**config.mk**
```make
export PLATFORM = sky130hd
export DESIGN_NAME = if_stage
export DESIGN_NICKNAME = d
export VERILOG_FILES = /design/src/rtl/if_stage_pkg.sv /design/src/rtl/if_pc_reg.sv /design/src/rtl/if_stage.sv
export SDC_FILE = /design/constraint.sdc
export NUM_CORES = 1
export LEC_CHECK = 0
export BUFFER_PORTS_ARGS = -buffer_cell sky130_fd_sc_hd__buf_4
export CORE_MARGIN = 5
export CORE_UTILIZATION = 48
export DETAILED_ROUTE_END_ITERATION = 6
export PLACE_DENSITY = 0.8
export SYNTH_ARGS = -nofsm -noshare
export SYNTH_HDL_FRONTEND = slang
export SYNTH_SLANG_ARGS = --single-unit
```
**constraint.sdc**
```tcl
create_clock -name clk -period 2.25 [get_ports clk]
set_input_delay 0.3375 -clock clk [delete_from_list [all_inputs] [get_ports clk]]
set_output_delay 0.3375 -clock clk [all_outputs]
set_load 0.02 [all_outputs]
```
**src/rtl/if_stage_pkg.sv**
```systemverilog
// Shared definitions for the instruction fetch stage.
// Contents: fetch FSM state enum, NOP instruction encoding, PC increment,
// PC alignment mask and a helper that word-aligns a byte address.
package if_stage_pkg;

    typedef enum logic [1:0] {
        ST_BOOT   = 2'd0,
        ST_RUN    = 2'd1,
        ST_HALTED = 2'd2
    } fetch_state_e;

    localparam logic [31:0] NOP_INSTR     = 32'h0000_0013;
    localparam logic [31:0] PC_INCR       = 32'd4;
    localparam logic [31:0] PC_ALIGN_MASK = 32'hFFFF_FFFC;

    // Force the two byte-offset bits of a fetch address to zero.
    function automatic logic [31:0] align_pc(input logic [31:0] addr);
        return addr & PC_ALIGN_MASK;
    endfunction

endpackage

```
**src/rtl/if_pc_reg.sv**
```systemverilog
// Program counter register for the fetch stage.
// Priority: redirect (word-aligned target) > advance (pc + 4, wraps) > hold.
// Ports:
//   clk         - clock, rising edge
//   rst_n       - synchronous active-low reset, loads RESET_PC
//   redirect    - load the aligned redirect_pc
//   redirect_pc - redirect target byte address
//   advance     - step to the next sequential word
//   pc          - current fetch address
module if_pc_reg
    import if_stage_pkg::*;
#(
    parameter logic [31:0] RESET_PC = 32'h0000_0000
) (
    input  logic        clk,
    input  logic        rst_n,
    input  logic        redirect,
    input  logic [31:0] redirect_pc,
    input  logic        advance,
    output logic [31:0] pc
);

    // PC update: redirect wins over sequential advance; otherwise hold.
    always_ff @(posedge clk) begin
        if (!rst_n) begin
            pc <= RESET_PC;
        end else if (redirect) begin
            pc <= align_pc(redirect_pc);
        end else if (advance) begin
            pc <= pc + PC_INCR;
        end else begin
            pc <= pc;
        end
    end

endmodule

```
**src/rtl/if_stage.sv**
```systemverilog
// Instruction fetch stage: BOOT/RUN/HALTED FSM, PC register and a one-entry
// valid/ready output register towards decode.
// Optional feature macro: FETCH_MISALIGN_TRAP_EN -- a redirect whose target
// has non-zero bits [1:0] is dropped, the FSM halts and misalign_err latches
// until reset. Without it, redirect targets are simply word-aligned.
// Ports:
//   clk, rst_n                  - clock, synchronous active-low reset
//   imem_addr / imem_instr      - instruction memory address and read data
//   redirect_valid/redirect_pc  - branch/jump target request
//   halt_req / resume           - stop and restart fetching
//   out_valid/out_ready/out_pc/out_instr - handshake to decode
//   halted                      - FSM is in HALTED
//   misalign_err                - (trap build only) misaligned redirect seen
module if_stage
    import if_stage_pkg::*;
#(
    parameter logic [31:0] RESET_PC   = 32'h0000_0000,
    parameter int          IMEM_WORDS = 64
) (
    input  logic        clk,
    input  logic        rst_n,
    output logic [31:0] imem_addr,
    input  logic [31:0] imem_instr,
    input  logic        redirect_valid,
    input  logic [31:0] redirect_pc,
    input  logic        halt_req,
    input  logic        resume,
    output logic        out_valid,
    input  logic        out_ready,
    output logic [31:0] out_pc,
    output logic [31:0] out_instr,
    output logic        halted
`ifdef FETCH_MISALIGN_TRAP_EN
    ,
    output logic        misalign_err
`endif
);

    // Addresses beyond the memory depth are still fetched; the depth only
    // has to be sane.
    if (IMEM_WORDS < 1) begin : g_depth_check
        $error("if_stage: IMEM_WORDS must be at least 1");
    end

    fetch_state_e state_r;
    fetch_state_e next_state_s;
    logic [31:0]  pc_s;
    logic         redirect_ok_s;
    logic         advance_s;
    logic         out_valid_r;
    logic [31:0]  out_pc_r;
    logic [31:0]  out_instr_r;
    logic         halted_r;

`ifdef FETCH_MISALIGN_TRAP_EN
    logic         misalign_s;
    logic         misalign_err_r;

    assign misalign_s    = redirect_valid && (redirect_pc[1:0] != 2'b00);
    assign redirect_ok_s = redirect_valid && !misalign_s;
`else
    assign redirect_ok_s = redirect_valid;
`endif

    // Any redirect request (even a dropped misaligned one) suppresses the
    // sequential advance, so a trapped redirect leaves the pc untouched.
    assign advance_s = (state_r == ST_RUN) && (!out_valid_r || out_ready) && !redirect_valid;

    if_pc_reg #(
        .RESET_PC (RESET_PC)
    ) u_pc_reg (
        .clk         (clk),
        .rst_n       (rst_n),
        .redirect    (redirect_ok_s),
        .redirect_pc (redirect_pc),
        .advance     (advance_s),
        .pc          (pc_s)
    );

    assign imem_addr = pc_s;

    // Next-state logic; halt_req together with resume keeps the current state.
    always_comb begin
        next_state_s = state_r;
        case (state_r)
            ST_BOOT: begin
                next_state_s = ST_RUN;
            end
            ST_RUN: begin
                if (halt_req && !resume) begin
                    next_state_s = ST_HALTED;
                end else begin
                    next_state_s = ST_RUN;
                end
            end
            ST_HALTED: begin
                if (resume && !halt_req) begin
                    next_state_s = ST_RUN;
                end else begin
                    next_state_s = ST_HALTED;
                end
            end
            default: begin
                next_state_s = ST_BOOT;
            end
        endcase
`ifdef FETCH_MISALIGN_TRAP_EN
        if (misalign_s) begin
            next_state_s = ST_HALTED;
        end else begin
            next_state_s = next_state_s;
        end
`endif
    end

    // FSM state register and registered halted flag.
    always_ff @(posedge clk) begin
        if (!rst_n) begin
            state_r  <= ST_BOOT;
            halted_r <= 1'b0;
        end else begin
            state_r  <= next_state_s;
            halted_r <= (next_state_s == ST_HALTED);
        end
    end

    // Output register: a RUN redirect flushes, an advance loads, a handshake
    // without a new fetch empties, anything else holds.
    always_ff @(posedge clk) begin
        if (!rst_n) begin
            out_valid_r <= 1'b0;
            out_pc_r    <= 32'h0000_0000;
            out_instr_r <= NOP_INSTR;
        end else if (redirect_ok_s && (state_r == ST_RUN)) begin
            out_valid_r <= 1'b0;
        end else if (advance_s) begin
            out_valid_r <= 1'b1;
            out_pc_r    <= pc_s;
            out_instr_r <= imem_instr;
        end else if (out_valid_r && out_ready) begin
            out_valid_r <= 1'b0;
        end else begin
            out_valid_r <= out_valid_r;
        end
    end

`ifdef FETCH_MISALIGN_TRAP_EN
    // Sticky misalignment error, cleared only by reset.
    always_ff @(posedge clk) begin
        if (!rst_n) begin
            misalign_err_r <= 1'b0;
        end else if (misalign_s) begin
            misalign_err_r <= 1'b1;
        end else begin
            misalign_err_r <= misalign_err_r;
        end
    end

    assign misalign_err = misalign_err_r;
`endif

    assign out_valid = out_valid_r;
    assign out_pc    = out_pc_r;
    assign out_instr = out_instr_r;
    assign halted    = halted_r;

endmodule

```
==> PnR_summary.wiki, run 1 <==
{| class="wikitable"
! Metric !! Value
|-
| Final GP Congestion || about 0.84
|-
| Hold-fix buffer count after cts || 0
|-
| Number of sinks on the clock net || between 90 and 100
|-
| Yosys cell types || 35
|-
| Dominant cell by count in the synthesized netlist || nand2_1
|-
| Initial detailed-routing violation count || around 120
|-
| Via count || 3,932
|-
| Net count reported at finish || a little over 700
|-
| Slowest cell on the critical path || nor4_1
|-
| Cell Area, Synth || approximately 4000 um^2
|-
| Initial antenna violation count || 0
|-
| Most used standard cells in the synthesized netlist || 144 x nand2_1, 96 x dfxtp_1, 59 x a21boi_0, 30 x o21ai_0, 29 x clkbuf_1
|-
| I/O pin count || approximately 170
|-
| Post-cts resize count || 0
|-
| Worst Skew || 9.24 ps
|-
| Yosys reg bits || 96
|-
| Number of routed nets with antenna violations || 0
|-
| Final routed DRC violation total || 0
|-
| Warnings, synthesis || 0
|-
| Worst Setup Path Type || register to register
|-
| Pwr per Cell Area || between 600 and 700 nW/um^2
|-
| Minimum period implied by the final worst setup slack || 2060 ps
|-
| Standard cell area after detailed placement || approximately 5400 um^2
|-
| Total clock buffers created by CTS || 9
|-
| Detailed-route vias per instance || between 5 and 6
|-
| Area of the die || 10,500 um^2
|-
| Cell types occupying the most area after synthesis || dfxtp_1 47%, nand2_1 13%, a21boi_0 11%
|-
| Data required, critical path || 2490 ps
|-
| Clock transition at path regs || around 90 ps
|-
| Endpoints failing setup || 0
|-
| Final Non-Filler Cells || between 700 and 800
|-
| Die Height || 103 um
|-
| CTS tree || yes
|-
| Antenna diodes || 0
|-
| Std cell rows || 33
|-
| Max_cap viols || 0
|-
| Average size of a mapped cell || 8.18 um^2
|-
| Maximum VDD drop || a little under 500 uV
|-
| Setup repair after global routing missed its margin || false
|-
| Post-synthesis cell count || between 500 and 600
|-
| Vias in the first global route || slightly below 4k
|-
| Grt total ovfl || 0
|-
| Clock latency on the worst-skew pair || 350 ps
|-
| Register area share after synthesis || roughly 47%
|-
| Worst slew pin tran || between 500 and 600 ps
|-
| Depth of the CTS H-tree || 3
|-
| Final instance area || around 5600 um^2
|-
| Buffers plus inverters on the worst setup path || 1
|-
| Run status || finished clean
|-
| Floorplan core area || just over 8000 um^2
|-
| Biggest cell delay along the critical path || 540 ps
|-
| Critical Path Sink Type || register
|-
| Final number of hold-violating endpoints || 0
|-
| Proportion of synthesized flip-flops having asynchronous set or reset || 0%
|-
| Number of iterations in the first detailed-routing pass || 5
|-
| Post-route setup TNS || 0 ps
|-
| Path category of the worst min-delay check || primary input to register
|-
| Detailed-route wire length || between 10,000 and 15,000 um
|-
| Maximum number of pins on one net before global-route repair || 55
|-
| Max Slew Vio Count || 0
|-
| Dominant cell type by area after synthesis || dfxtp_1
|-
| Global-route wire length before repair || around 18,000 um
|-
| Sequence of cells on the critical path || nor2b_2 -> buf_4 -> nand3_1 -> nor4_1 -> mux2i_1 -> o21ai_0
|-
| Normalized max-slew margin || 60.1%
|-
| Number of buffers on the longest clock path || 2
|-
| Area fraction of the dominant cell type after synthesis || a little under half
|-
| Fraction of final layout cells with drive strength greater than 1 || between 20% and 30%
|-
| Critical Path AT || ~2300 ps
|-
| Sum of net half-perimeters after detailed placement || 8190 um
|-
| Worst path top cell family by delay || simple AND/OR/NAND/NOR gates
|-
| Number of flops mapped to enable cells by yosys || 0
|-
| Starting utilization of the core area || between 40% and 50%
|-
| Peak fanout along the critical path || 8
|-
| Final worst path period share || between 90 and 100%
|-
| Placed Cells || roughly 750
|-
| Timing-limited maximum frequency || a little under 500 MHz
|-
| Final core utilization || 68.3%
|-
| Area growth from synthesis to final layout || 37.4%
|-
| Static leakage power || around 0.0023 uW
|-
| Total Routing Usage GR || 21.3%
|-
| Setup fix buffers added after clock tree synthesis || 0
|-
| Chip width || 103 um
|-
| Total of fill cells in the finished design || ~700
|-
| Routed length per placed instance || 14.8 um
|-
| Input/output buffers || 161
|-
| Master cell of the clock root buffer || clkbuf_8
|-
| Main synth FF type || dfxtp_1
|-
| Element type at the critical path start || register
|}
-- power breakdown --
part	total, uW	internal, uW	switching (uW)
clock network	1270	690	585
registers	1870	1790	82.4
logic	615	285	330
total	3760	2760	997
-- worst paths after layout --
path	cells past startpoint	slack, ps	endpoint	start
max	6	190	u_pc_reg.pc[29]	state_r[0]
min	3	190	out_instr[0]	imem_instr[0]
max reg2reg	6	190	u_pc_reg.pc[29]	state_r[0]
min reg2reg	2	460	out_instr[29]	out_instr[29]
-- worst register-to-register path: stages, from the launching register on --
cell and delay, ps:
dfxtp_1 380, nor2b_2 240, buf_4 190, nand3_1 270
nor4_1 540, mux2i_1 250, o21ai_0 80
-- metrics by stage --
stage	setup slack (ps)	hold WS [ps]	power, uW
5_1_grt	82.5	189	3920
3_3_place_gp	307	450	2510
6_report	188	193	3760
3_5_place_dp	251	456	2530
2_1_floorplan	185	462	2230
4_1_cts	224	180	3790
-- per-layer routing --
| metal | track usage [%] | share of wire (%) | wire length (um) | up-vias |
|---|---|---|---|---|
| li1 | - | - | - | 1977 |
| met1 | 25.7 | 41 | 4650 | 1812 |
| met2 | 37.4 | 50 | 5630 | 127 |
| met3 | 4.53 | 7.1 | 805 | 16 |
| met4 | 7.47 | 1.6 | 183 | 0 |
| met5 | 0 | 0 | 0 | - |
-- kinds of logic (layout without fill, tap and decap cells) --
| kind of cell | after synthesis | in the layout | share of synthesized area (%) |
|---|---|---|---|
| simple gates | 208 | 208 | 22.8 |
| xor+xnor | 25 | 25 | 5.33 |
| fa+ha+maj | 1 | 1 | 0.305 |
| buf+inv | 48 | 200 | 5.06 |
| mux | 2 | 2 | 0.487 |
| other cells | 1 | 4 | 0.0913 |
| compound gates | 121 | 121 | 19.1 |
| flops | 96 | 96 | 46.8 |
-- flip-flops by register name, indices dropped and copies added, names as in the netlist --
name         flops
halted           1
state_r          2
u_pc_reg.pc     30
out_instr       32
out_valid        1
out_pc          30
-- cell type report --
| cell class | count | area (um^2) | share of cell area (%) |
|---|---|---|---|
| multi-input cells | 361 | 2000 | 35.5 |
| flip-flops and latches | 96 | 1920 | 34.1 |
| well taps | 105 | 131 | 2.33 |
| clock inverters | 4 | 76.3 | 1.35 |
| clock buffers | 12 | 155 | 2.75 |
| repair buffers | 174 | 1320 | 23.4 |
| inverters | 10 | 37.5 | 0.665 |
-- placed cells by master (no fill, tap or decap), types with 2 or more instances in the layout --
master,count
buf_4,173
nand2_1,144
dfxtp_1,96
a21boi_0,59
o21ai_0,30
a21oi_1,22
xnor2_1,21
nand3_1,13
nor4_1,11
clkbuf_8,11
inv_1,9
and4_1,8
nor3_1,6
nor2_1,5
nand2b_1,4
nand4_1,4
xor2_1,4
o211a_1,4
conb_1,4
or3_1,3
a31oi_1,3
mux2i_1,2
nor2b_1,2
and2_1,2
bufinv_16,2
(Power assumes the default switching activity.)
==> inputs of run 2 (changes only) <==
- CORE_ASPECT_RATIO: default -> 0.5
- REMOVE_ABC_BUFFERS: default -> 1
- SKIP_LAST_GASP: default -> 1
==> run 2 against run 1 <==
- hold slack improved by 24 ps
- maximum frequency down 1.6%
- count of clock-buffer cells in the layout rose by 1
- design area is 1.2% higher
- cell count is 1.0% higher
- clock power rose by 6%
- critical path type unchanged
- largest cell class unchanged
- largest power group unchanged
- highest routed layer unchanged
==> PnR_summary.wiki, run 2 (synthesized netlist as in run 1, its figures left out) <==
{| class="wikitable"
! Metric !! Value
|-
| Run status || finished clean
|-
| Max_cap viols || 0 (unchanged)
|-
| Launch point of the worst reg-to-reg path || u_pc_reg.pc[5]
|-
| CTS tree || yes
|-
| Most common cell after layout, fill and taps aside || buf_4
|-
| Global-route wire length before repair || 17,500 um (-2.6%)
|-
| Endpoints failing setup || 0 (unchanged)
|-
| Net count reported at finish || 726 (+0.41%)
|-
| Floorplan core area || 8170 um^2 (-1.0%)
|-
| Worst Hold Launch || imem_instr[4]
|-
| Pre-CTS setup slack || 179 ps (-72.8 ps)
|-
| Std cell rows || 23 (-30%)
|-
| Total clock buffers created by CTS || 9 (unchanged)
|-
| Detailed-route vias per instance || 5.02 (-2.6%)
|-
| Design Power || 3830 uW (+1.9%)
|-
| Total Routing Usage GR || 20.2% (-1.1 points)
|-
| Detailed-route wire length || 10,900 um (-3.5%)
|-
| Setup fix buffers added after clock tree synthesis || 0 (unchanged)
|-
| Via count || 3,868 (-1.6%)
|-
| Maximum VDD drop || 375 uV (-24%)
|-
| Pwr per Cell Area || 670 nW/um^2 (+0.65%)
|-
| Number of routed nets with antenna violations || 0 (unchanged)
|-
| Starting utilization of the core area || 50.3% (+0.52 points)
|-
| I/O pin count || 168 (unchanged)
|-
| Critical Path AT || 2340 ps (+40 ps)
|-
| Final GP Congestion || 0.802 (-4.5%)
|-
| Flip-flop count of the largest register, all copies and words added || 32 (unchanged)
|-
| Die Height || 75.4 um (-26%)
|-
| Area of the die || 10,600 um^2 (+1.1%)
|-
| Number of buffers on the longest clock path || 2 (unchanged)
|-
| End point of the critical path || u_pc_reg.pc[28]
|-
| Number of sinks on the clock net || 96 (unchanged)
|-
| Destination of the worst register-to-register timing path || u_pc_reg.pc[28]
|-
| Initial antenna violation count || 0 (unchanged)
|-
| Max Slew Vio Count || 0 (unchanged)
|-
| Path category of the worst min-delay check || primary input to register
|-
| Final worst path period share || 93.1% (+1.5 points)
|-
| Maximum number of pins on one net before global-route repair || 60 (+9.1%)
|-
| Initial detailed-routing violation count || 196 (+61%)
|-
| Post-cts resize count || 0 (unchanged)
|-
| Worst-case reg-to-reg path depth || 5 (-1)
|-
| Number of iterations in the first detailed-routing pass || 4 (-1)
|-
| Final number of hold-violating endpoints || 0 (unchanged)
|-
| Min setup slack post-route || 155 ps (-33.4 ps)
|-
| Routed length per placed instance || 14.1 um (-4.5%)
|-
| Minimum period implied by the final worst setup slack || 2100 ps (+33.4 ps)
|-
| Antenna diodes || 0 (unchanged)
|-
| Normalized max-slew margin || 66.2% (+6.2 points)
|-
| Peak fanout along the critical path || 7 (-1)
|-
| Fraction of final layout cells with drive strength greater than 1 || 29.2% (-0.20 points)
|-
| Vias in the first global route || 3,662 (-5.0%)
|-
| Flop-to-flop setup slack || 150 ps (-30 ps)
|-
| Setup repair after global routing missed its margin || false
|-
| Clock transition at path regs || 60 ps (-30 ps)
|-
| Clock latency on the worst-skew pair || 330 ps (-20 ps)
|-
| Most used cells in the layout excluding fill and tap cells || 175 x buf_4, 144 x nand2_1, 96 x dfxtp_1
|-
| Worst Setup Path Type || register to register
|-
| Total of fill cells in the finished design || 664 (-5.7%)
|-
| Data required, critical path || 2500 ps (about the same)
|-
| Hold-fix buffer count after cts || 0 (unchanged)
|-
| Final routed DRC violation total || 0 (unchanged)
|-
| Origin of the worst setup path || u_pc_reg.pc[5]
|-
| Element type at the critical path start || register
|-
| Area growth from synthesis to final layout || 39.0%
|-
| Worst slew pin tran || 502 ps (-91.7 ps)
|-
| Grt total ovfl || 0 (unchanged)
|-
| Static leakage power || 0.00237 uW (+1.4%)
|-
| Critical Path Sink Type || register
|-
| Chip width || 141 um (+37%)
|-
| Timing-limited maximum frequency || 477 MHz (-1.6%)
|-
| Input/output buffers || 161 (unchanged)
|-
| Depth of the CTS H-tree || 3 (unchanged)
|-
| Master cell of the clock root buffer || clkbuf_16
|-
| Worst Skew || 5.08 ps (-4.15 ps)
|-
| Sum of net half-perimeters after detailed placement || 7820 um (-4.6%)
|}
## run 2: metrics by stage
step	utilization [%]	area (um^2)	setup TNS, ps	hold WS (ps)	instances
finish	69.9	5710	0	218	770
global route	69.9	5710	0	216	770
CTS	69.9	5710	0	212	770
detailed placement	66.7	5460	0	456	756
global placement	66.7	5460	0	450	756
floorplan	-	3950	-49960	409	467
## run 2: area by class of cell
| type | count | area (um^2) | share of cell area, % |
|---|---|---|---|
| flip-flops and latches | 96 | 1920 | 33.7 |
| repair buffers | 177 | 1350 | 23.7 |
| clock inverters | 1 | 5.00 | 0.0876 |
| well taps | 112 | 140 | 2.45 |
| clock buffers | 13 | 250 | 4.38 |
| inverters | 10 | 37.5 | 0.657 |
| multi-input cells | 361 | 2000 | 35.1 |
## run 2: where the power goes
part | total, uW | leakage [uW] | switching [uW] | internal (uW)
logic | 619 | 0.00145 | 330 | 289
clock network | 1340 | 0.000126 | 576 | 766
registers | 1870 | 0.000787 | 78.2 | 1790
total | 3830 | 0.00237 | 984 | 2840
## run 2: worst min path at each step
stage / cells after the start / end / slack (ps)
finish: 3 / out_instr[4] / 220
global route: 2 / u_pc_reg.pc[4] / 220
CTS: 3 / out_instr[4] / 210
detailed placement: 2 / out_instr[9] / 460
global placement: 2 / out_instr[12] / 450
floorplan: 1 / out_instr[0] / 410
## run 2: critical path, cell delays in order (launching register included)
cell and delay, ps:
dfxtp_1 450, and4_1 300, nand2_1 100, or3_1 480
or4_1 500, a31oi_1 190
## run 2: routing by layer
metal | global-route usage (%) | share of wire [%] | vias to the layer above
li1 | - | - | 1985
met1 | 24.6 | 43 | 1758
met2 | 36.5 | 49 | 109
met3 | 5.20 | 6.0 | 16
met4 | 5.80 | 1.3 | 0
met5 | 0 | 0 | -
==> inputs of run 3 (changes only) <==
- clock period: 2.25 -> 2.3 ns (I/O delays scaled with it)
==> run 3 against run 2 <==
- sequential share of layout area shrank 0.28 points
- combinational power shrank 3%
- setup slack gained 67 ps
- cell count grew 0.13%
- highest routed layer unchanged
- first-iteration DRC count grew 7.1%
- via count is essentially flat
==> PnR_summary.wiki, run 3 (synthesized netlist as in run 1, its figures left out) <==
{| class="wikitable"
! Metric !! Value
|-
| Run status || finished clean
|-
| Number of sinks on the clock net || 96 (unchanged)
|-
| Fraction of final layout cells with drive strength greater than 1 || 29.6% (+0.41 points)
|-
| Number of iterations in the first detailed-routing pass || 4 (unchanged)
|-
| Final number of hold-violating endpoints || 0 (unchanged)
|-
| Detailed-route wire length || 11,200 um (+2.8%)
|-
| Static leakage power || 0.00238 uW (+0.72%)
|-
| Most common cell after layout, fill and taps aside || buf_4
|-
| Final worst path period share || 90.4% (-2.8 points)
|-
| Maximum number of pins on one net before global-route repair || 77 (+28%)
|-
| Maximum VDD drop || 365 uV (-2.5%)
|-
| Starting utilization of the core area || 50.3% (unchanged)
|-
| Initial antenna violation count || 0 (unchanged)
|-
| Max Slew Vio Count || 0 (unchanged)
|-
| Net count reported at finish || 725 (-0.14%)
|-
| Min setup slack post-route || 221 ps (+66.7 ps)
|-
| Slowest cell on the critical path || or4_1
|-
| Element type at the critical path start || register
|-
| Via count || 3,867 (-0.026%)
|-
| Die Height || 75.4 um (unchanged)
|-
| Routed length per placed instance || 14.5 um (+2.7%)
|-
| Flop-to-flop setup slack || 220 ps (+70 ps)
|-
| Final routed DRC violation total || 0 (unchanged)
|-
| Worst Hold Launch || imem_instr[4]
|-
| Floorplan core area || 8170 um^2 (unchanged)
|-
| Timing-limited maximum frequency || 481 MHz (+0.80%)
|-
| Pwr per Cell Area || 701 nW/um^2 (+4.6%)
|-
| Number of buffers on the longest clock path || 2 (unchanged)
|-
| Antenna diodes || 0 (unchanged)
|-
| Destination of the worst register-to-register timing path || u_pc_reg.pc[28]
|-
| Design Power || 4040 uW (+5.5%)
|-
| Endpoints failing setup || 0 (unchanged)
|-
| Worst slew pin tran || 641 ps (+139 ps)
|-
| Area of the die || 10,600 um^2 (unchanged)
|-
| Total of fill cells in the finished design || 703 (+5.9%)
|-
| Biggest cell delay along the critical path || 500 ps (about the same)
|-
| Standard cell area after detailed placement || 5440 um^2 (-0.37%)
|-
| Final GP Congestion || 0.788 (-1.8%)
|-
| Minimum period implied by the final worst setup slack || 2080 ps (-16.7 ps)
|-
| Worst Setup Path Type || register to register
|-
| Post-cts resize count || 0 (unchanged)
|-
| Launch point of the worst reg-to-reg path || u_pc_reg.pc[10]
|-
| Input/output buffers || 161 (unchanged)
|-
| Critical Path AT || 2340 ps (about the same)
|-
| Clock transition at path regs || 70 ps (about the same)
|-
| Worst path top cell family by delay || simple AND/OR/NAND/NOR gates
|-
| Sum of net half-perimeters after detailed placement || 7750 um (-0.84%)
|-
| Area growth from synthesis to final layout || 40.2%
|-
| Buffers plus inverters on the worst setup path || 0 (unchanged)
|-
| Peak fanout along the critical path || 7 (unchanged)
|-
| Total Routing Usage GR || 20.1% (-0.094 points)
|-
| Chip width || 141 um (unchanged)
|-
| Clock latency on the worst-skew pair || 340 ps (about the same)
|-
| Placed Cells || 755 (-0.13%)
|-
| Setup repair after global routing missed its margin || false
|-
| Worst Skew || 5.94 ps (+0.857 ps)
|-
| Total clock buffers created by CTS || 9 (unchanged)
|-
| Detailed-route vias per instance || 5.02 (-0.16%)
|-
| Max_cap viols || 0 (unchanged)
|-
| Final instance area || 5760 um^2 (+0.83%)
|-
| Global-route wire length before repair || 17,600 um (+0.39%)
|-
| Normalized max-slew margin || 57.3% (-9.0 points)
|-
| CTS tree || yes
|-
| Data required, critical path || 2560 ps (+60 ps)
|-
| Critical Path Sink Type || register
|-
| Pre-CTS setup slack || 263 ps (+84.2 ps)
|-
| Initial detailed-routing violation count || 210 (+7.1%)
|-
| Vias in the first global route || 3,616 (-1.3%)
|-
| Grt total ovfl || 0 (unchanged)
|-
| Most used cells in the layout excluding fill and tap cells || 175 x buf_4, 144 x nand2_1, 96 x dfxtp_1
|-
| Master cell of the clock root buffer || clkbuf_16
|-
| Worst-case reg-to-reg path depth || 5 (unchanged)
|-
| Number of routed nets with antenna violations || 0 (unchanged)
|-
| Flip-flop count of the largest register, all copies and words added || 32 (unchanged)
|-
| I/O pin count || 168 (unchanged)
|-
| Std cell rows || 23 (unchanged)
|-
| Path category of the worst min-delay check || primary input to register
|-
| Setup fix buffers added after clock tree synthesis || 0 (unchanged)
|-
| Depth of the CTS H-tree || 3 (unchanged)
|-
| Hold path endpoint || out_instr[4]
|-
| Hold-fix buffer count after cts || 0 (unchanged)
|-
| Count of cells along the worst hold path || 3 (unchanged)
|-
| Sequence of cells on the critical path || and4_1 -> nand2_1 -> or3_1 -> or4_1 -> a31oi_1
|-
| Final Non-Filler Cells || 771 (+0.13%)
|}
run 3: changes by cell type in the layout (fill, tap and decap cells not counted):
cell,change
buf_12,-1
clkinvlp_4,+2
clkbuf_1,-2
bufinv_16,+2
run 3: worst max path at each step:
stage / from / to / slack, ps / cells past startpoint
2_1_floorplan: state_r[0] / out_instr[10] / -760 / 5
3_3_place_gp: u_pc_reg.pc[10] / u_pc_reg.pc[28] / 300 / 5
3_5_place_dp: u_pc_reg.pc[10] / u_pc_reg.pc[28] / 260 / 5
4_1_cts: u_pc_reg.pc[10] / u_pc_reg.pc[28] / 230 / 5
5_1_grt: u_pc_reg.pc[10] / u_pc_reg.pc[28] / 140 / 5
6_report: u_pc_reg.pc[10] / u_pc_reg.pc[28] / 220 / 5
run 3: cell type report:
class	count	area, um^2	area share [%]
Clock buffer	11	243	4.22
Clock inverter	5	80.1	1.39
Inverter	10	37.5	0.652
Multi-Input combinational cell	361	2000	34.8
Sequential cell	96	1920	33.4
Tap cell	112	140	2.43
Timing Repair Buffer	176	1330	23.2
run 3: metal layers:
metal  up-vias  part of all wire, %  global-route usage (%)
met5         -                    0                       0
li1       1986                    -                       -
met4         0                  1.2                    6.55
met3        12                  5.7                    4.45
met2       102                   49                    34.5
met1      1767                   44                    26.0
run 3: metrics by stage:
stage          hold WS (ps)  utilization, %  setup TNS, ps
2_1_floorplan           417               -         -46860
3_3_place_gp            450            66.5              0
3_5_place_dp            456            66.5              0
4_1_cts                 204            70.5              0
5_1_grt                 215            70.5              0
6_report                208            70.5              0
run 3: worst min-delay path, cell delays in order:
cell and delay (ps):
buf_4 70, nand2_1 30, nand3_1 60
run 3: power by group:
part           leakage, uW  internal (uW)  switching, uW  total [uW]
Combinational      0.00144            280            323         603
Clock             0.000152            981            626        1610
Sequential        0.000787           1750           78.2        1830
